## src/rtl/pc_stack_seq.sv

```systemverilog
// Program-counter sequencer for the fetch stage: increment, jump, relative branch,
// call/return through a LIFO return-address stack, and stall.
module pc_stack_seq #(
  parameter int unsigned       ADDR_W      = 8,
  parameter int unsigned       STACK_DEPTH = 4,
  parameter logic [ADDR_W-1:0] RESET_VEC   = '0
) (
  input  logic                               i_Clk,
  input  logic                               i_Rst_n,
  input  logic                               i_Stall,
  input  logic [2:0]                         i_Op,
  input  logic [ADDR_W-1:0]                  i_Target,
  input  logic [ADDR_W-1:0]                  i_Offset,
  input  logic                               i_Cond,
  output logic [ADDR_W-1:0]                  o_Addr,
  output logic [$clog2(STACK_DEPTH+1)-1:0]   o_Depth,
  output logic                               o_Ovf,
  output logic                               o_Udf
);

  localparam int unsigned DepthW = $clog2(STACK_DEPTH + 1);
  localparam logic [DepthW-1:0] DepthMax = DepthW'(STACK_DEPTH);

  localparam logic [2:0] OpInc  = 3'b000;
  localparam logic [2:0] OpJmp  = 3'b001;
  localparam logic [2:0] OpBr   = 3'b010;
  localparam logic [2:0] OpCall = 3'b011;
  localparam logic [2:0] OpRet  = 3'b100;

  logic [ADDR_W-1:0] pc_q, pc_d;
  logic [DepthW-1:0] depth_q, depth_d;
  logic              ovf_q, ovf_d;
  logic              udf_q, udf_d;
  logic [ADDR_W-1:0] stack_q [STACK_DEPTH];

  logic [ADDR_W-1:0] pc_inc;
  logic [ADDR_W-1:0] top_entry;
  logic              stack_full;
  logic              stack_empty;
  logic              push;

  assign pc_inc      = pc_q + ADDR_W'(1);
  assign stack_full  = (depth_q == DepthMax);
  assign stack_empty = (depth_q == '0);

  // Entry at index depth-1, i.e. the most recently pushed return address.
  always_comb begin
    top_entry = '0;
    for (int i = 0; i < int'(STACK_DEPTH); i++) begin
      if (depth_q == DepthW'(i + 1)) begin
        top_entry = stack_q[i];
      end
    end
  end

  always_comb begin
    pc_d    = pc_q;
    depth_d = depth_q;
    ovf_d   = ovf_q;
    udf_d   = udf_q;
    push    = 1'b0;
    if (!i_Stall) begin
      case (i_Op)
        OpInc: pc_d = pc_inc;
        OpJmp: pc_d = i_Target;
        OpBr:  pc_d = i_Cond ? (pc_q + i_Offset) : pc_inc;
        OpCall: begin
          pc_d = i_Target;
          if (stack_full) begin
            ovf_d = 1'b1;
          end else begin
            push    = 1'b1;
            depth_d = depth_q + DepthW'(1);
          end
        end
        OpRet: begin
          if (stack_empty) begin
            pc_d  = pc_inc;
            udf_d = 1'b1;
          end else begin
            pc_d    = top_entry;
            depth_d = depth_q - DepthW'(1);
          end
        end
        default: pc_d = pc_inc;
      endcase
    end
  end

  always_ff @(posedge i_Clk) begin
    if (!i_Rst_n) begin
      pc_q    <= RESET_VEC;
      depth_q <= '0;
      ovf_q   <= 1'b0;
      udf_q   <= 1'b0;
    end else begin
      pc_q    <= pc_d;
      depth_q <= depth_d;
      ovf_q   <= ovf_d;
      udf_q   <= udf_d;
    end
  end

  // Stack contents are don't-care after reset, so no reset term here.
  always_ff @(posedge i_Clk) begin
    for (int i = 0; i < int'(STACK_DEPTH); i++) begin
      if (i_Rst_n && push && (depth_q == DepthW'(i))) begin
        stack_q[i] <= pc_inc;
      end
    end
  end

  assign o_Addr  = pc_q;
  assign o_Depth = depth_q;
  assign o_Ovf   = ovf_q;
  assign o_Udf   = udf_q;

endmodule

```

## config.mk

```make
export PLATFORM = sky130hd
export DESIGN_NAME = pc_stack_seq
export DESIGN_NICKNAME = d
export VERILOG_FILES = /design/src/rtl/pc_stack_seq.sv
export SDC_FILE = /design/constraint.sdc
export NUM_CORES = 1
export LEC_CHECK = 0
export CAP_MARGIN = 20
export CORE_UTILIZATION = 47
export CTS_BUF_LIST = sky130_fd_sc_hd__clkbuf_16
export CTS_CLUSTER_DIAMETER = 150
export DETAILED_ROUTE_END_ITERATION = 7
export HOLD_SLACK_MARGIN = 0.05
export PLACE_DENSITY = 0.7
export SKIP_LAST_GASP = 1
export SLEW_MARGIN = 30
export SYNTH_ARGS = -nofsm -noshare
export SYNTH_HDL_FRONTEND = slang
export SYNTH_SLANG_ARGS = --single-unit
```

## constraint.sdc

```tcl
create_clock -name i_Clk -period 2.75 [get_ports i_Clk]
set_clock_uncertainty 0.05 [all_clocks]
set_input_delay 0.4125 -clock i_Clk [delete_from_list [all_inputs] [get_ports i_Clk]]
set_output_delay 0.4125 -clock i_Clk [all_outputs]
set_load 0.02 [all_outputs]
```

== Word-level counts from Yosys, hierarchy flattened ==
Memory sizes are Yosys's and may differ from the RTL's.
Index checks and enable logic that the tools add are counted.
Word-level totals
  bits in registers: 13
  latch bits: 0
  memory bits (writable): 32
  bits in read-only memories: 0
  input port bits: 23
  output and inout bits: 13
  logic and storage cells: 64
  memories: 1
Operators by class
  add/sub/neg operators: 4
  $mul: 0
  divide/modulo/power cells: 0
  order comparisons: 0
  equality and inequality tests: 10
  shift-type cells: 0
  mux-type cells: 30
  bitwise operators: 1
  reductions and logical operators: 14
Memory list
  stack_q: depth 4, width 8, read ports 4, clocked after Yosys merged registers in 0, write ports 1, RTL line 34  | logic [ADDR_W-1:0] stack_q [STACK_DEPTH];
Operator list (number)
  2-to-1 mux 8 bit: 9
  case mux 8 bit (3 select lines): 1
  OR reduction 8 bit: 3
  2-to-1 mux 1 bit: 14
  equality test 3 x 2 -> 1 bit, second input constant: 4
  adder 8 x 1 -> 8 bit, second input constant: 1
  adder 8 bit: 1
  equality test 3 x 1 -> 1 bit, second input constant: 2
  equality test 3 bit, second input constant: 2
  2-to-1 mux 2 bit: 3
  2-to-1 mux 3 bit: 2
  case mux 3 bit (2 select lines): 1
  AND reduction 3 bit: 2
  logical AND 1 bit: 5
  != test 2 bit, second input constant: 2
  AND reduction 4 bit: 1
  adder 3 x 1 -> 3 bit, second input constant: 1
  zero test 3 bit: 1
  subtractor 3 x 1 -> 3 bit, second input constant: 1
  nonzero test 2 bit: 1
  OR reduction 2 bit: 1
  NOT 1 bit: 1

== Longest topological paths before layout ==
  word-level depth: 12
  mapped depth: 8
  mapped depth without buffers: 8

== Worst setup path after synthesis ==
No wires, ideal clock.
  path kind: reg-to-reg
  from: register depth_q[0], in the netlist o_Depth[0]
  to: memory stack_q[1][0], enable pin
  arrival time: 1.982 ns
  data required time: 2.315 ns
  path slack: 0.332 ns
  stages on the path, launching flop included: 6
  buffers on the path: 0
  period minus slack after synthesis: 2.418 ns
  cell sequence: dfxtp_1 -> inv_1 -> ha_1 -> nand2_1 -> nand3_1 -> nor3b_1
Between the ends
  cells in the longest elaborated chain, start to end: 12
  elaborated cells on any way between the ends: 30
  classes of those cells: eq/ne: 4; mux: 17; reduce/logical: 9
Ends and longest elaborated chain
  start, declared: RTL line 31  | logic [DepthW-1:0] depth_q, depth_d;
  start signal, assigned: RTL line 98  | depth_q <= depth_d;
  equality test 3 bit: RTL line 43  | assign stack_full = (depth_q == DepthMax);
  2-to-1 mux 1 bit: RTL line 69  | if (stack_full) begin
  2-to-1 mux 1 bit: RTL line 63  | case (i_Op)
  2-to-1 mux 1 bit: RTL line 62  | if (!i_Stall) begin
  logical AND 1 bit (2 in series): RTL line 107  | if (i_Rst_n && push && (depth_q == DepthW'(i))) begin
  2-to-1 mux 1 bit: RTL line 107
  2-to-1 mux 1 bit (implied by the code): RTL line 108  | stack_q[i] <= pc_inc;
  OR reduction 8 bit (no line)
  2-to-1 mux 2 bit (no line) / 2-to-1 mux 1 bit (equally long branches) (3 in series)
  end, declared: RTL line 34
Several ways; a longest one is shown, not always the timed one.

== Final worst setup path ==
  from: register depth_q[2], in the netlist o_Depth[2]
  to: register pc_q[6], in the netlist o_Addr[6]
Between the ends
  cells in the longest elaborated chain, start to end: 7
  elaborated cells on any way between the ends: 11
  classes of those cells: eq/ne: 4; mux: 6; reduce/logical: 1
Ends and longest elaborated chain
  equality test 3 x 1 -> 1 bit: RTL line 50  | if (depth_q == DepthW'(i + 1)) begin
  2-to-1 mux 8 bit (4 in series): RTL line 50
  2-to-1 mux 8 bit *: RTL line 77  | if (stack_empty) begin
  case mux 8 bit (3 select lines) *: RTL line 63
  end signal, assigned: RTL line 97  | pc_q <= pc_d;
  end, declared: RTL line 30  | logic [ADDR_W-1:0] pc_q, pc_d;
Every way passes the cells marked *; elsewhere a longest branch is shown, timed or not.
A chain may end at the register's enable or synchronous reset.

==> results.yml <==
pwr:
  seqPwrFrac: 0.472
  p_clk_frac: 0.360
  p_sw_frac: 0.256
  power_leakage_nw: 1.13
  p_int_w: 0.00120
  power.share.combinational: 0.168
  p_per_area_mw_per_mm2: 509
  ir_drop_v: 0.000365
  p_switching_w: 0.000414
route:
  first_iter_violations: 137
  vias: 2079
  final_antenna_net_count: 0
  finalWirelength_microns: 6130
  dr.pass1.iters: 4
  avgViaCountPerCell: 5.74
  post-route-drc-count: 0
  routedWlPerCell_microns: 16.9
placed_design:
  dp_hpwl_microns: 4730
  dp_slack_ns: 0.334
  place_inst: 354
  gp_routability_congestion: 0.806
  port_buffers: 35
clock_tree:
  cts.sinks: 45
  cts.repair.resized: 0
  clk_transition_reported_paths_ns: 0.06
  root_buffer: "clkbuf_16"
  clock_path_buffers: 2
  holdBufCountCts: 0
  numCtsBuffers: 5
  cts_tree: "built"
  cts_setup_buffers: 0
  clk_latency_ns: 0.29
  cts-htree-levels: 2
floorplanning:
  core_sq_mm: 0.00514
  rows: 26
  fp.dieH_microns: 75.5
  ios: 36
  start_util: 0.494
  dieArea_sq_mm: 0.00570
  die_x_microns: 75.5
critical_path:
  worst_path_max_delay_cell: "dfxtp_1"
  worst_ep_arrival_time_ns: 2.30
  critPathRequiredTime_ns: 2.92
  crit_start: "o_Depth[2]$_SDFFE_PN0P_"
  critPathMaxStageDelay_ns: 0.54
  cp-start-kind: "register"
  r2r_slack_ns: 0.62
  endpoint: "o_Addr[6]$_SDFFE_PN0N_"
  critical-path-top-cell-by-count: "inv_1"
  ff2ff_path_depth: 7
  cp_max_fo: 11
  path_cells: "inv_1 > ha_1 > inv_1 > o21ai_0 > a221oi_1 > a211oi_1 > a31oi_1"
  reg2reg_from: "o_Depth[2]$_SDFFE_PN0P_"
  crit_type: "reg2reg"
  r2r_end: "o_Addr[6]$_SDFFE_PN0N_"
  worstSetupEndpointType: "register"
global_route:
  grt_overflow: 0
  grt_antenna_before_repair: 0
  grt_use_total: 0.244
  grt_max_degree: 15
  grt_pass1_vias: 1990
  grt_pass1_wl_microns: 9850
synthesis:
  synth_top_family_by_area: "compound AO/OA/AOI/OAI gates"
  synth_seq_area_share: 0.481
  synthSimpleGateAreaFrac: 0.146
  ys_types: 44
  synth_compound_area_frac: 0.227
  synthArstFlopShare: 0
  yosys.area_share.xor_xnor: 0.0379
  ys_seq_elements: 45
  synth_area_sq_mm: 0.00254
  synth_warnings: 0
  synth_cells: 244
  syn_area_per_cell_sq_um: 10.4
  synth_fa_ha_area_frac: 0.0768
  ys.flop_type: "edfxtp_1"
  synthesis.nets: 282
  synth_edf_count: 32
  muxShareOfSynthArea: 0.00394
sta:
  min_period_over_period: 0.776
  max_slew_margin: 0.672
  setup_viol: 0
  max_freq_ghz: 0.468
  fin_setup_tns_ns: 0
  timing.final.ws_setup_ns: 0.615
  finalCriticalPeriod_ns: 2.13
  rsz0062_at_grt: "no"
  hold_violations: 0
  tightest_slew_ns: 0.488
  slew_violations: 0
finish:
  drive_above_1_share: 0.0959
  antenna_cells: 0
  fin_util: 0.618
  syn_to_final_growth_pct: 25.1
  stdcell_count: 362
  nets: 329
hold_path:
  hp-class: "reg2reg"
status:
  status: "finished, final reports clean"
flow_run:
  max_cap_viol_count: 0
flip-flops by register name, indices dropped and copies added (netlist names):
register  cells
o_Ovf         1
stack_q      32
o_Depth       3
o_Udf         1
o_Addr        8
layer usage:
layer  track usage  part of all wire
met5             0                 0
met4        0.0967             0.026
met3        0.0516             0.030
met2         0.408              0.49
met1         0.311              0.46
worst max-delay path, delay by kind of cell, from the launching register on:
family | cells | cell delay, ns
adders and majority gates | 1 | 0.37
buffers and inverters | 2 | 0.42
DFF | 1 | 0.54
AOI/OAI and AO/OA | 4 | 0.69
cells by family (layout without fill, tap and decap cells):
group           Yosys count  in the layout
compound gates           81             81
flops                    45             45
fa+ha+maj                15             15
simple gates             74             74
buf+inv                  17             65
mux                       1              1
xor+xnor                 11             11
synthesized netlist by cell type (all sizes together), types with 3 or more instances:
cell type,instances,area [sq um]
buf,3,17.5
dfxtp,13,260
nor3,5,25.0
o211ai,9,67.6
clkbuf,4,15.0
a211oi,4,30.0
nor2b,6,37.5
o21ai,21,105
xor2,6,52.6
a22oi,4,30.0
nor3b,3,27.5
a31oi,7,43.8
nor2,16,67.6
a21oi,13,87.6
xnor2,5,43.8
nand3,9,45.0
edfxtp,32,961
inv,10,37.5
nand2,24,90.1
a21o,3,22.5
a221oi,10,106
ha,14,175
layout by cell type, fill, tap and decap left out, types with 3 or more instances in the layout:
master	count
clkdlybuf4s50_1	35
edfxtp_1	32
nand2_1	24
o21ai_0	18
nor2_1	15
ha_1	14
dfxtp_1	13
buf_4	12
a21oi_1	11
inv_1	10
nand3_1	9
o211ai_1	9
a221oi_1	7
a31oi_1	7
xor2_1	6
nor2b_1	6
xnor2_1	5
nor3_1	5
clkbuf_16	5
a22oi_1	4
a211oi_1	4
a21o_1	3
o21ai_1	3
a221oi_2	3
stage by stage:
step                cell area, sq um  power (W)  hold WS, ns
detailed placement              3040    0.00105        0.412
floorplan                       2540   0.000937        0.485
CTS                             3180    0.00162        0.426
global placement                3040    0.00104        0.399
finish                          3180    0.00162        0.418
global route                    3180    0.00168        0.456
power by group through the flow:
stage / clock [W] / combinational, W / sequential (W)
after floorplan: 0 / 0.000150 / 0.000787
after global placement: 0 / 0.000268 / 0.000776
after detailed placement: 0 / 0.000271 / 0.000777
after CTS: 0.000586 / 0.000273 / 0.000762
after global routing: 0.000616 / 0.000300 / 0.000764
final: 0.000582 / 0.000272 / 0.000762
area by class of cell:
class / instances / area (sq um)
repair buffers: 47 / 440
fillers: 471 / 1960
clock buffers: 5 / 125
well taps: 70 / 87.6
inverters: 10 / 37.5
multi-input cells: 182 / 1250
flip-flops and latches: 45 / 1220
clock inverters: 3 / 17.5
how the worst min path moves through the flow:
stage,from,endpoint,cells after the start
2_1_floorplan,stack_q[3][0]$_DFFE_PP_,o_Addr[0]$_SDFFE_PN0N_,2
3_3_place_gp,o_Udf$_SDFFE_PN0P_,o_Udf$_SDFFE_PN0P_,1
3_5_place_dp,o_Udf$_SDFFE_PN0P_,o_Udf$_SDFFE_PN0P_,1
4_1_cts,o_Udf$_SDFFE_PN0P_,o_Udf$_SDFFE_PN0P_,1
5_1_grt,o_Udf$_SDFFE_PN0P_,o_Udf$_SDFFE_PN0P_,1
6_report,o_Udf$_SDFFE_PN0P_,o_Udf$_SDFFE_PN0P_,1
(Power assumes the default switching activity.)
